`src/rtl/spi_pwm_multi.sv`:
```
// N-channel PWM configured by pre-synchronised 32-bit command words.
// Duty and period writes land in shadow registers and reach the active
// registers only at a period boundary (or continuously while idle).
module spi_pwm_multi #(
    parameter int unsigned NUM_CH = 3,
    parameter int unsigned CNT_W  = 30,
    parameter int unsigned DUTY_W = 24
) (
    input  logic              pwm_clk,
    input  logic              reset_n,
    input  logic              cmd_valid,
    input  logic [31:0]       cmd_data,
    output logic              cmd_err,
    output logic [31:0]       rd_data,
    output logic              period_tick,
    output logic [NUM_CH-1:0] pwm_out
);

    localparam logic [1:0] HDR_ENABLE = 2'b00;
    localparam logic [1:0] HDR_DUTY   = 2'b01;
    localparam logic [1:0] HDR_PERIOD = 2'b10;
    localparam logic [1:0] HDR_READ   = 2'b11;

    localparam logic [7:0] SEL_PER_ACT = 8'h80;
    localparam logic [7:0] SEL_PER_SH  = 8'h81;
    localparam logic [7:0] SEL_EN_MASK = 8'h82;

    logic [DUTY_W-1:0] duty_sh_q  [NUM_CH];
    logic [DUTY_W-1:0] duty_sh_d  [NUM_CH];
    logic [DUTY_W-1:0] duty_act_q [NUM_CH];
    logic [DUTY_W-1:0] duty_act_d [NUM_CH];
    logic [CNT_W-1:0]  per_sh_q, per_sh_d;
    logic [CNT_W-1:0]  per_act_q, per_act_d;
    logic [CNT_W-1:0]  cnt_q, cnt_d;
    logic [NUM_CH-1:0] en_mask_q, en_mask_d;
    logic [NUM_CH-1:0] pwm_out_q, pwm_out_d;
    logic [31:0]       rd_data_q, rd_data_d;
    logic              cmd_err_q, cmd_err_d;
    logic              period_tick_q, period_tick_d;

    logic [1:0]  hdr;
    logic [5:0]  ch;
    logic [7:0]  sel;
    logic [29:0] per_field;
    logic        per_hi_nz;
    logic        per_nz;
    logic        load;

    assign hdr       = cmd_data[31:30];
    assign ch        = cmd_data[29:24];
    assign sel       = cmd_data[7:0];
    assign per_field = cmd_data[29:0];
    // Period bits above the counter width must be zero for a legal write.
    assign per_hi_nz = (per_field >> CNT_W) != '0;
    assign per_nz    = per_act_q != '0;

    // Command decode: shadow/enable writes, readback mux and error pulse.
    always_comb begin
        en_mask_d = en_mask_q;
        per_sh_d  = per_sh_q;
        duty_sh_d = duty_sh_q;
        rd_data_d = rd_data_q;
        cmd_err_d = 1'b0;
        if (cmd_valid) begin
            unique case (hdr)
                HDR_ENABLE: en_mask_d = NUM_CH'(cmd_data);
                HDR_DUTY: begin
                    if (32'(ch) < NUM_CH) begin
                        for (int unsigned i = 0; i < NUM_CH; i++) begin
                            if (ch == 6'(i)) duty_sh_d[i] = DUTY_W'(cmd_data);
                        end
                    end else begin
                        cmd_err_d = 1'b1;
                    end
                end
                HDR_PERIOD: begin
                    if (per_hi_nz) cmd_err_d = 1'b1;
                    else           per_sh_d  = CNT_W'(cmd_data);
                end
                HDR_READ: begin
                    rd_data_d = '0;
                    if (32'(sel) < NUM_CH) begin
                        for (int unsigned i = 0; i < NUM_CH; i++) begin
                            if (sel == 8'(i)) rd_data_d = 32'(duty_act_q[i]);
                        end
                    end else if (sel == SEL_PER_ACT) begin
                        rd_data_d = 32'(per_act_q);
                    end else if (sel == SEL_PER_SH) begin
                        rd_data_d = 32'(per_sh_q);
                    end else if (sel == SEL_EN_MASK) begin
                        rd_data_d = 32'(en_mask_q);
                    end else begin
                        cmd_err_d = 1'b1;
                    end
                end
                default: ;
            endcase
        end
    end

    // Period counter, shadow-to-active transfer and PWM compare.
    always_comb begin
        cnt_d      = cnt_q;
        per_act_d  = per_act_q;
        duty_act_d = duty_act_q;
        load       = 1'b0;
        if (!per_nz) begin
            cnt_d = '0;
            load  = 1'b1;
        end else if (cnt_q == per_act_q - CNT_W'(1)) begin
            cnt_d = '0;
            load  = 1'b1;
        end else begin
            cnt_d = cnt_q + CNT_W'(1);
        end
        // Loads use the pre-write shadow; a same-cycle write waits a period.
        if (load) begin
            per_act_d  = per_sh_q;
            duty_act_d = duty_sh_q;
        end
        period_tick_d = per_nz && (cnt_q == '0);
        for (int unsigned i = 0; i < NUM_CH; i++) begin
            pwm_out_d[i] = en_mask_q[i] && per_nz && (cnt_q < CNT_W'(duty_act_q[i]));
        end
    end

    // State registers; reset clears outputs asynchronously.
    always_ff @(posedge pwm_clk or negedge reset_n) begin
        if (!reset_n) begin
            for (int unsigned i = 0; i < NUM_CH; i++) begin
                duty_sh_q[i]  <= '0;
                duty_act_q[i] <= '0;
            end
            per_sh_q      <= '0;
            per_act_q     <= '0;
            cnt_q         <= '0;
            en_mask_q     <= '0;
            pwm_out_q     <= '0;
            rd_data_q     <= '0;
            cmd_err_q     <= 1'b0;
            period_tick_q <= 1'b0;
        end else begin
            duty_sh_q     <= duty_sh_d;
            duty_act_q    <= duty_act_d;
            per_sh_q      <= per_sh_d;
            per_act_q     <= per_act_d;
            cnt_q         <= cnt_d;
            en_mask_q     <= en_mask_d;
            pwm_out_q     <= pwm_out_d;
            rd_data_q     <= rd_data_d;
            cmd_err_q     <= cmd_err_d;
            period_tick_q <= period_tick_d;
        end
    end

    assign cmd_err     = cmd_err_q;
    assign rd_data     = rd_data_q;
    assign period_tick = period_tick_q;
    assign pwm_out     = pwm_out_q;

endmodule

```
`config.mk`:
```
export PLATFORM = sky130hd
export DESIGN_NAME = spi_pwm_multi
export DESIGN_NICKNAME = d
export VERILOG_FILES = /design/src/rtl/spi_pwm_multi.sv
export SDC_FILE = /design/constraint.sdc
export NUM_CORES = 1
export LEC_CHECK = 0
export BUFFER_PORTS_ARGS = -buffer_cell sky130_fd_sc_hd__buf_2
export CAP_MARGIN = 20
export CORE_ASPECT_RATIO = 0.8
export CORE_MARGIN = 2
export CORE_UTILIZATION = 37
export DETAILED_ROUTE_END_ITERATION = 16
export GPL_ROUTABILITY_DRIVEN = 0
export PLACE_DENSITY = 0.54
export REMOVE_ABC_BUFFERS = 1
export SETUP_SLACK_MARGIN = 0.05
export SYNTH_ARGS = -nofsm -noshare
export SYNTH_HDL_FRONTEND = slang
export SYNTH_SLANG_ARGS = --single-unit
```
`constraint.sdc`:
```
create_clock -name pwm_clk -period 4.1 [get_ports pwm_clk]
set_input_delay 0 -clock pwm_clk [delete_from_list [all_inputs] [get_ports pwm_clk]]
set_output_delay 0 -clock pwm_clk [all_outputs]
set_load 0.005 [all_outputs]
```
==> metrics.txt, run 1 <==
outcome=finished clean; Finished Cell Area=17100 um^2; initial core utilization=0.374; Synth top area share=0.463; I/O pins=72; VDD IR max=328 uV; #FFs+latches synth=272; Yosys cell types=69; NumNets Final=1498; internal power=5.77 mW; clock skew=0.0324 ns; postcts setup bufs=0; number of synthesized flops with an enable pin=0; power share of the combinational group=0.287; vias=10.1k; clock latency on the worst-skew pair=0.59 ns; kind of critical path=reg -> reg; grt ovf=0; Slowest cell on crit path=or4_4; CP max FO=15; Top FF cell, synth=dfrtp_1; slew margin rel.=0.333; overall power=8.64 mW; startpoint type of the worst setup path=register; Max clock buf depth=3; core box area=39300 um^2; first-pass GRT wire length=60200 um; leading cell type in the layout, fill and taps excluded=dfrtp_1; RSZ-0062 raised after global routing=false; Die Y=182 um; DR vias/cell=5.19; final worst-path cycle share=0.916; clk root buf=clkbuf_16; Filler cells=3763; initial antenna violation count=0; met1 WL=20300 um; Req. time, crit path=4.55 ns; largest net degree at the start of global routing=110; Post-DP Area=15800 um^2; MaxCap Viol Count=0; CTS buffer count=30; net switching power=2.87 mW; Worst Path Buf+Inv=2; endpoint class of the critical path=register; Top Metal Used=met4; synthesized area per cell=11.5 um^2; slowest stage delay, CP=0.61 ns; YS warnings=0; Buffers on Ports=69; # clock sinks=272; row count=65; WL met2=15300 um; vias in the first global route=10.0k; GRT Total Usage=0.188; highest clock rate=0.266 GHz; setup violators final=0; Final Hold Fails=0; Cells after Synth=1280; switch share=0.332; Setup TNS=0 ns; P_leak=7.97 nW; Clk pwr share=0.312; fin crit period=3.75 ns; commonest cells after routing, fill and taps aside=dfrtp_1, mux2_2, nand2_1; die area=41300 um^2; Hold Path Class=in -> async; Pre-Repair DR Iteration Count=5; P&R area growth vs syn=16.2%; DR WL/cell=19.6 um; Die W=227 um; H-tree levels=1; met3 WL=1790 um; Final ANT Viol Nets=0; critical path arrival=4.20 ns; slew at the pin closest to its max-slew limit=0.991 ns; clock-pin slew on the worst setup and hold paths=0.06 ns; 1st-iter DRT viols=720; final slew viol count=0; sequential area share after synthesis=0.463; Remaining DRCs=0; area leader, netlist=dfrtp_1; Syn Std Cell Area=14700 um^2; asr flop ratio synth=1.00; WL final=38200 um; TritonCTS clock tree=done; # diodes=0; sequential share of power=0.401; CP delay by family, top=simple AND/OR/NAND/NOR gates; PD cells=506 nW/um^2; synth top area cells=dfrtp_1, mux2_2, ha_1, mux2_4, nand2_1; share of cells above drive strength 1=0.268; DP HPWL=26900 um; Cell Chain, Critical Path=inv_1 > ha_1 > nor3b_4 > and4_4 > nand2_4 > or4_1 > a22oi_1 > nand4b_1 > or4_4 > nand2_8 > buf_4 > mux2_2
flip-flops by register name, indices dropped and copies added, names as in the netlist:
register     flops
cnt_q           30
duty_act_q      72
en_mask_q        3
rd_data         30
period_tick      1
cmd_err          1
pwm_out          3
per_sh_q        30
per_act_q       30
duty_sh_q       72
synth_stat cells (all sizes together), types with 3 or more instances:
| master | count |
|---|---|
| a211o | 4 |
| a211oi | 5 |
| a21o | 32 |
| a21oi | 21 |
| a221oi | 3 |
| a22o | 4 |
| a22oi | 28 |
| a31oi | 7 |
| and2 | 3 |
| and3 | 10 |
| and4 | 6 |
| buf | 23 |
| clkbuf | 47 |
| dfrtp | 272 |
| ha | 72 |
| inv | 77 |
| mux2 | 205 |
| mux2i | 29 |
| nand2 | 86 |
| nand2b | 7 |
| nand3 | 13 |
| nand4 | 21 |
| nand4b | 6 |
| nor2 | 62 |
| nor2b | 5 |
| nor3 | 21 |
| nor3b | 3 |
| nor4 | 17 |
| nor4b | 4 |
| o211ai | 4 |
| o21ai | 62 |
| o22a | 22 |
| o31ai | 7 |
| or4 | 7 |
| xnor2 | 31 |
| xor2 | 33 |
worst reg2reg max path: stages, from the launching register on:
cell and delay (ns):
dfrtp_1 0.47, inv_1 0.11, ha_1 0.22, nor3b_4 0.24, and4_4 0.30, nand2_4 0.08
or4_1 0.47, a22oi_1 0.17, nand4b_1 0.14, or4_4 0.61, nand2_8 0.23, buf_4 0.25
mux2_2 0.34
kinds of logic (layout without fill, tap and decap cells):
family                     Yosys count  count (layout)  synth area share
DFF                                272             272             0.463
and+or+nand+nor                    277             278             0.101
buffers and inverters              147             277            0.0489
muxes                              234             234             0.190
adders and majority gates           72              72            0.0613
xor gates and xnor gates            64              64            0.0381
AOI/OAI and AO/OA                  213             213            0.0980
other                                1               2          0.000255
power by group through the flow:
| stage | logic, mW | registers [mW] | clock network [mW] |
|---|---|---|---|
| after floorplan | 1.62 | 3.36 | 0 |
| after global placement | 2.42 | 3.49 | 0 |
| after detailed placement | 2.43 | 3.50 | 0 |
| after CTS | 2.48 | 3.46 | 2.77 |
| after global routing | 2.76 | 3.52 | 2.87 |
| final | 2.48 | 3.46 | 2.70 |
metrics by stage:
step / utilization / hold WS [ns] / worst slack [ns] / std cells
global placement: 0.400 / 0.125 / 0.261 / 1860
detailed placement: 0.401 / 0.127 / 0.192 / 1861
finish: 0.435 / 0.0975 / 0.345 / 1948
floorplan: - / -0.296 / 0.109 / 1211
global route: 0.435 / 0.169 / 0.0901 / 1948
CTS: 0.434 / 0.126 / 0.191 / 1947
what timing repair did:
item	4_1_cts	5_1_grt
hold buffers	33	0
resized for setup	0	2
setup endpoints to repair	0	88
hold endpoints to repair	209	0
final timing paths:
| kind | start | end | slack [ns] | depth (start not counted) |
|---|---|---|---|---|
| max | per_act_q[0]$_DFFE_PN0P_ | per_act_q[5]$_DFFE_PN0P_ | 0.35 | 12 |
| min | reset_n | duty_sh_q[25]$_DFFE_PN0P_ | 0.1 | 2 |
| max reg2reg | per_act_q[0]$_DFFE_PN0P_ | per_act_q[5]$_DFFE_PN0P_ | 0.35 | 12 |
| min reg2reg | rd_data[2]$_DFFE_PN0P_ | rd_data[2]$_DFFE_PN0P_ | 0.47 | 2 |
| max in group asynchronous | reset_n | per_sh_q[18]$_DFFE_PN0P_ | 3.04 | 3 |
| min in group pwm_clk | cmd_data[0] | duty_sh_q[24]$_DFFE_PN0P_ | 0.14 | 2 |
layer usage:
metal / up-vias / GRT usage
met5: - / 0
met2: 209 / 0.261
li1: 4819 / -
met4: 0 / 0.0387
met3: 46 / 0.0288
met1: 5035 / 0.301
area by class of cell:
class                           count  area [um^2]  share of cell area
Clock inverter                     11          145             0.00850
Tap cell                          536          671              0.0393
Sequential cell                   272         6810               0.399
Clock buffer                       42          826              0.0484
Timing Repair Buffer              147         1120              0.0657
Inverter                           77          289              0.0169
Multi-Input combinational cell    863         7210               0.423
(Power assumes the default switching activity.)
==> inputs of run 2 (changes only) <==
--- a/config.mk
+++ b/config.mk
@@ -9,12 +9,13 @@
 export CAP_MARGIN = 20
 export CORE_ASPECT_RATIO = 0.8
 export CORE_MARGIN = 2
-export CORE_UTILIZATION = 37
+export CORE_UTILIZATION = 35
 export DETAILED_ROUTE_END_ITERATION = 16
 export GPL_ROUTABILITY_DRIVEN = 0
-export PLACE_DENSITY = 0.54
+export PLACE_DENSITY = 0.51
 export REMOVE_ABC_BUFFERS = 1
 export SETUP_SLACK_MARGIN = 0.05
+export SKIP_LAST_GASP = 1
 export SYNTH_ARGS = -nofsm -noshare
 export SYNTH_HDL_FRONTEND = slang
 export SYNTH_SLANG_ARGS = --single-unit
==> run 2 against run 1 <==
Combinational power hardly changed. Via count shrank 0.29%. Utilization is 2.4 points lower. Design area is 0.18% higher. Critical path type unchanged. Critical endpoint is now duty_act_q[5]$_DFFE_PN0P_. Highest routed layer unchanged.
==> metrics.txt, run 2 (synthesis gave the netlist of run 1 again) <==
DR WL/cell=19.6 um (about the same); 1st-iter DRT viols=767 (was 720); startpoint type of the worst setup path=register (unchanged); global-route layer with the greatest usage=met1 (unchanged); GRT Total Usage=0.180 (was 0.188); VDD IR max=322 uV (was 328 uV); leading cell type in the layout, fill and taps excluded=dfrtp_1 (unchanged); highest clock rate=0.261 GHz (was 0.266 GHz); met3 usage=0.0252 (was 0.0288); PD cells=510 nW/um^2 (was 506 nW/um^2); Die W=233 um (was 227 um); P_leak=7.98 nW (was 7.97 nW); WL final=38600 um (was 38200 um); TritonCTS clock tree=done (unchanged); H-tree levels=1 (unchanged); core box area=41700 um^2 (was 39300 um^2); Setup TNS=0 ns (unchanged); slew margin rel.=0.294 (was 0.333); Hold Path Class=in -> async (unchanged); clock skew=0.0275 ns (was 0.0324 ns); clock latency on the worst-skew pair=0.59 ns (about the same); # diodes=0 (unchanged); first-pass GRT wire length=61400 um (was 60200 um); NumNets Final=1499 (was 1498); critical path arrival=4.29 ns (was 4.20 ns); clock-pin slew on the worst setup and hold paths=0.06 ns (about the same); fin crit period=3.84 ns (was 3.75 ns); Regs by FF count=duty_act_q x72, duty_sh_q x72 (unchanged); DP HPWL=27100 um (was 26900 um); initial core utilization=0.353 (was 0.374); Post-DP Area=15700 um^2 (was 15800 um^2); Die Y=187 um (was 182 um); slowest stage delay, CP=0.59 ns (was 0.61 ns); DR vias/cell=5.13 (was 5.19); P&R area growth vs syn=16.4% (was 16.2%); Final ANT Viol Nets=0 (unchanged); Slowest cell on crit path=or4_4 (unchanged); Remaining DRCs=0 (unchanged); commonest cells after routing, fill and taps aside=dfrtp_1, mux2_2, nand2_1 (unchanged); # clock sinks=272 (unchanged); Max clock buf depth=3 (unchanged); Cell Chain, Critical Path=inv_1 > ha_1 > nor3b_4 > buf_4 > nand3b_1 > xnor2_1 > mux2i_1 > a2111oi_1 > nand4b_1 > or4_4 > nand2_8 > buf_16 > mux2_2 (was inv_1 > ha_1 > nor3b_4 > and4_4 > nand2_4 > or4_1 > a22oi_1 > nand4b_1 > or4_4 > nand2_8 > buf_4 > mux2_2); endpoint class of the critical path=register (unchanged); largest net degree at the start of global routing=110 (unchanged); Buffers on Ports=69 (unchanged); reg2reg start=per_act_q[0]$_DFFE_PN0P_ (unchanged); slew at the pin closest to its max-slew limit=1.06 ns (was 0.991 ns); Filler cells=3991 (was 3763); initial antenna violation count=1 (was 0); Reg-to-Reg End=duty_act_q[5]$_DFFE_PN0P_ (was per_act_q[5]$_DFFE_PN0P_); grt ovf=0 (unchanged); Final Hold Fails=0 (unchanged); kind of critical path=reg -> reg (unchanged); r2r worst-path depth=13 (was 12); CTS buffer count=30 (unchanged); Pre-Repair DR Iteration Count=5 (unchanged); Req. time, crit path=4.56 ns (was 4.55 ns); Finished Cell Area=17100 um^2 (about the same); met2 Usage GRT=0.247 (was 0.261); clk root buf=clkbuf_16 (unchanged); MaxCap Viol Count=0 (unchanged); I/O pins=72 (unchanged); Hold WS=0.0379 ns (was 0.0975 ns); outcome=finished clean (unchanged); RSZ-0062 raised after global routing=false (unchanged); setup violators final=0 (unchanged); vias in the first global route=10.2k (was 10.0k); share of cells above drive strength 1=0.270 (was 0.268); CP max FO=34 (was 15); final worst-path cycle share=0.936 (was 0.916); vias=10.1k (about the same); met1 global-route usage=0.294 (was 0.301); die area=43600 um^2 (was 41300 um^2); final slew viol count=0 (unchanged); row count=67 (was 65); R2R setup slack=0.26 ns (was 0.35 ns)
[run 2: through the flow]
stage               total power [mW]   util  std cells  setup slack (ns)
floorplan                       4.98      -       1211             0.109
global placement                5.93  0.377       1875             0.286
detailed placement              5.94  0.377       1875             0.219
CTS                             8.78  0.410       1962             0.202
global route                    9.22  0.410       1966            0.0445
finish                          8.71  0.410       1966             0.263
[run 2: critical path: cells and delay by family (launching register included)]
kind | cells | cell delay (ns)
XOR/XNOR | 1 | 0.19
multiplexers | 2 | 0.47
adder cells (fa/ha/maj) | 1 | 0.25
AO/OA/AOI/OAI | 1 | 0.43
flip-flops | 1 | 0.47
buffers and inverters | 3 | 0.54
AND/OR/NAND/NOR | 5 | 1.33
[run 2: what timing repair did]
action	in CTS	in global routing
resized for setup	0	2
endpoints found under the setup margin	0	58
hold buffers	33	0
hold endpoints to repair	209	0
setup buffers	0	4
[run 2: per-layer routing]
layer  part of all wire  vias up
met4              0.016        0
met2               0.40      201
li1                   -     4813
met3              0.044       45
met1               0.54     5021
met5                  0        -
[run 2: worst max path at each step]
| stage | startpoint | end | slack [ns] |
|---|---|---|---|
| final | per_act_q[0]$_DFFE_PN0P_ | duty_act_q[5]$_DFFE_PN0P_ | 0.26 |
| after global routing | per_act_q[0]$_DFFE_PN0P_ | duty_act_q[5]$_DFFE_PN0P_ | 0.04 |
| after CTS | per_act_q[0]$_DFFE_PN0P_ | duty_act_q[5]$_DFFE_PN0P_ | 0.20 |
| after detailed placement | per_act_q[0]$_DFFE_PN0P_ | per_act_q[8]$_DFFE_PN0P_ | 0.22 |
| after global placement | per_act_q[0]$_DFFE_PN0P_ | duty_act_q[6]$_DFFE_PN0P_ | 0.29 |
| after floorplan | per_act_q[0]$_DFFE_PN0P_ | duty_act_q[0]$_DFFE_PN0P_ | 0.11 |
[run 2: layout make-up]
class | instances | area [um^2] | area share
Tap cell | 552 | 691 | 0.0404
Multi-Input combinational cell | 862 | 7200 | 0.421
Clock inverter | 13 | 165 | 0.00966
Sequential cell | 272 | 6810 | 0.398
Timing Repair Buffer | 149 | 1110 | 0.0650
Inverter | 77 | 289 | 0.0169
Clock buffer | 41 | 842 | 0.0492
[run 2: power breakdown]
| part | switching (mW) | total [mW] | internal [mW] | leakage, nW |
|---|---|---|---|---|
| Combinational | 1.29 | 2.48 | 1.19 | 3.80 |
| Sequential | 0.476 | 3.46 | 2.99 | 3.68 |
| Clock | 1.14 | 2.76 | 1.62 | 0.494 |
| Total | 2.91 | 8.71 | 5.80 | 7.98 |
==> inputs of run 3 (changes only) <==
--- a/config.mk
+++ b/config.mk
@@ -13,8 +13,6 @@
 export DETAILED_ROUTE_END_ITERATION = 16
 export GPL_ROUTABILITY_DRIVEN = 0
 export PLACE_DENSITY = 0.51
-export REMOVE_ABC_BUFFERS = 1
-export SETUP_SLACK_MARGIN = 0.05
 export SKIP_LAST_GASP = 1
 export SYNTH_ARGS = -nofsm -noshare
 export SYNTH_HDL_FRONTEND = slang
==> constraint.sdc (replaced) <==
create_clock -name pwm_clk -period 4.2 [get_ports pwm_clk]
set_input_delay 0 -clock pwm_clk [delete_from_list [all_inputs] [get_ports pwm_clk]]
set_output_delay 0 -clock pwm_clk [all_outputs]
set_load 0.005 [all_outputs]
==> run 3 against run 2 <==
Global-route usage shrank 0.12 points. Die area is the same. Utilization decreased by 0.14 points. Combinational power barely moved. Via count is 0.26% higher. Total power fell by 1.5%. Sequential cell count stayed put. Cell count shrank 0.51%. Clock skew hardly changed. Highest routed layer unchanged. Worst setup slack gained 0.024 ns. Sequential power is 3% lower. Critical path type unchanged.
==> metrics.txt, run 3 (synthesis gave the netlist of run 1 again) <==
outcome=finished clean (unchanged); slew at the pin closest to its max-slew limit=1.03 ns (was 1.06 ns); Die W=233 um (unchanged); MaxCap Viol Count=0 (unchanged); I/O pins=72 (unchanged); post-layout instance count excluding filler cells=1956 (was 1966); setup violators final=0 (unchanged); VDD IR max=296 uV (was 322 uV); kind of critical path=reg -> reg (unchanged); Buffers on Ports=69 (unchanged); DR WL/cell=20.0 um (was 19.6 um); share of cells above drive strength 1=0.266 (was 0.270); Regs by FF count=duty_act_q x72, duty_sh_q x72 (unchanged); DR vias/cell=5.17 (was 5.13); Final ANT Viol Nets=0 (unchanged); grt ovf=0 (unchanged); vias=10.1k (about the same); H-tree levels=1 (unchanged); Max clock buf depth=3 (unchanged); commonest cells after routing, fill and taps aside=dfrtp_1, mux2_2, nand2_1 (unchanged); largest net degree at the start of global routing=114 (was 110); PD cells=503 nW/um^2 (was 510 nW/um^2); row count=67 (unchanged); RSZ-0062 raised after global routing=false (unchanged); Hold Path Class=in -> async (unchanged); 1st-iter DRT viols=706 (was 767); r2r worst-path depth=12 (was 13); CTS buffer count=29 (was 30); overall power=8.58 mW (was 8.71 mW); # diodes=0 (unchanged); die area=43600 um^2 (unchanged); P_leak=7.95 nW (was 7.98 nW); clock-pin slew on the worst setup and hold paths=0.06 ns (about the same); first-pass GRT wire length=61100 um (was 61400 um); highest clock rate=0.256 GHz (was 0.261 GHz); Die Y=187 um (unchanged); startpoint type of the worst setup path=register (unchanged); critical path arrival=4.35 ns (was 4.29 ns); Pre-Repair DR Iteration Count=5 (unchanged); leading cell type in the layout, fill and taps excluded=dfrtp_1 (unchanged); initial antenna violation count=0 (was 1); clock skew=0.0277 ns (was 0.0275 ns); Final Hold Fails=0 (unchanged); Remaining DRCs=0 (unchanged); post-layout util=0.409 (was 0.410); vias in the first global route=10.1k (was 10.2k); # clock sinks=272 (unchanged); placed insts=1872 (was 1875); endpoint class of the critical path=register (unchanged); fin crit period=3.91 ns (was 3.84 ns); NumNets Final=1493 (was 1499); slew margin rel.=0.312 (was 0.294); WL final=39000 um (was 38600 um); GRT Total Usage=0.179 (was 0.180); TritonCTS clock tree=done (unchanged); final worst-path cycle share=0.932 (was 0.936); Req. time, crit path=4.63 ns (was 4.56 ns); final slew viol count=0 (unchanged); DP HPWL=27100 um (about the same); Setup TNS=0 ns (unchanged); P&R area growth vs syn=16.0% (was 16.4%); core box area=41700 um^2 (unchanged); clock latency on the worst-skew pair=0.57 ns (was 0.59 ns); initial core utilization=0.353 (unchanged); CP max FO=26 (was 34); clk root buf=clkbuf_16 (unchanged)
==> run 3: routing by layer <==
layer	wire length (um)	GRT usage	part of all wire
met1	21100	0.289	0.54
met2	15900	0.253	0.41
met3	1370	0.0241	0.035
met4	651	0.0311	0.017
met5	0	0	0
==> run 3: power breakdown <==
group | leakage (nW) | switching (mW) | internal, mW
Clock | 0.490 | 1.07 | 1.65
Sequential | 3.68 | 0.451 | 2.92
Combinational | 3.78 | 1.32 | 1.17
Total | 7.95 | 2.84 | 5.74
==> run 3: path summary, 6_finish.rpt <==
| kind | end | startpoint | slack (ns) |
|---|---|---|---|
| worst max-delay path | per_act_q[15]$_DFFE_PN0P_ | per_act_q[1]$_DFFE_PN0P_ | 0.29 |
| worst min-delay path | duty_act_q[50]$_DFFE_PN0P_ | reset_n | 0.04 |
| worst max register to register | per_act_q[15]$_DFFE_PN0P_ | per_act_q[1]$_DFFE_PN0P_ | 0.29 |
| worst min register to register | rd_data[21]$_DFFE_PN0P_ | rd_data[21]$_DFFE_PN0P_ | 0.47 |
| max in group asynchronous | per_sh_q[10]$_DFFE_PN0P_ | reset_n | 3.00 |
| min in group pwm_clk | per_sh_q[26]$_DFFE_PN0P_ | cmd_data[26] | 0.24 |
==> run 3: layout make-up <==
cell class | count | area [um^2]
tap | 552 | 691
sequential | 272 | 6810
inverter | 77 | 289
timing repair buffer | 143 | 1040
clock buffer | 39 | 813
multi-input combinational | 863 | 7220
fill | 3980 | 24600
clock inverter | 10 | 179
==> run 3: what timing repair did <==
| item | CTS | global route |
|---|---|---|
| resized for setup | 0 | 3 |
| endpoints found under the setup margin | 0 | 81 |
| hold buffers | 33 | 0 |
| setup buffers | 0 | 1 |
| endpoints found under the hold margin | 211 | 0 |
==> run 3: critical path: stages (launching register included) <==
cell and delay (ns):
dfrtp_1 0.47, inv_1 0.11, ha_1 0.23, nor3b_4 0.32, and4_4 0.32, nand2_4 0.08
or4_1 0.47, a22oi_1 0.17, nand4b_1 0.13, or4_4 0.61, nand2_8 0.23, buf_12 0.25
mux2_2 0.36
==> run 3: through the flow <==
step | hold slack, ns | cell area [um^2] | setup slack, ns
after CTS | 0.104 | 17000 | 0.121
after global placement | 0.123 | 15700 | 0.221
after detailed placement | 0.143 | 15700 | 0.156
after floorplan | -0.296 | 14700 | 0.612
after global routing | 0.158 | 17000 | 0.132
final | 0.0381 | 17000 | 0.287
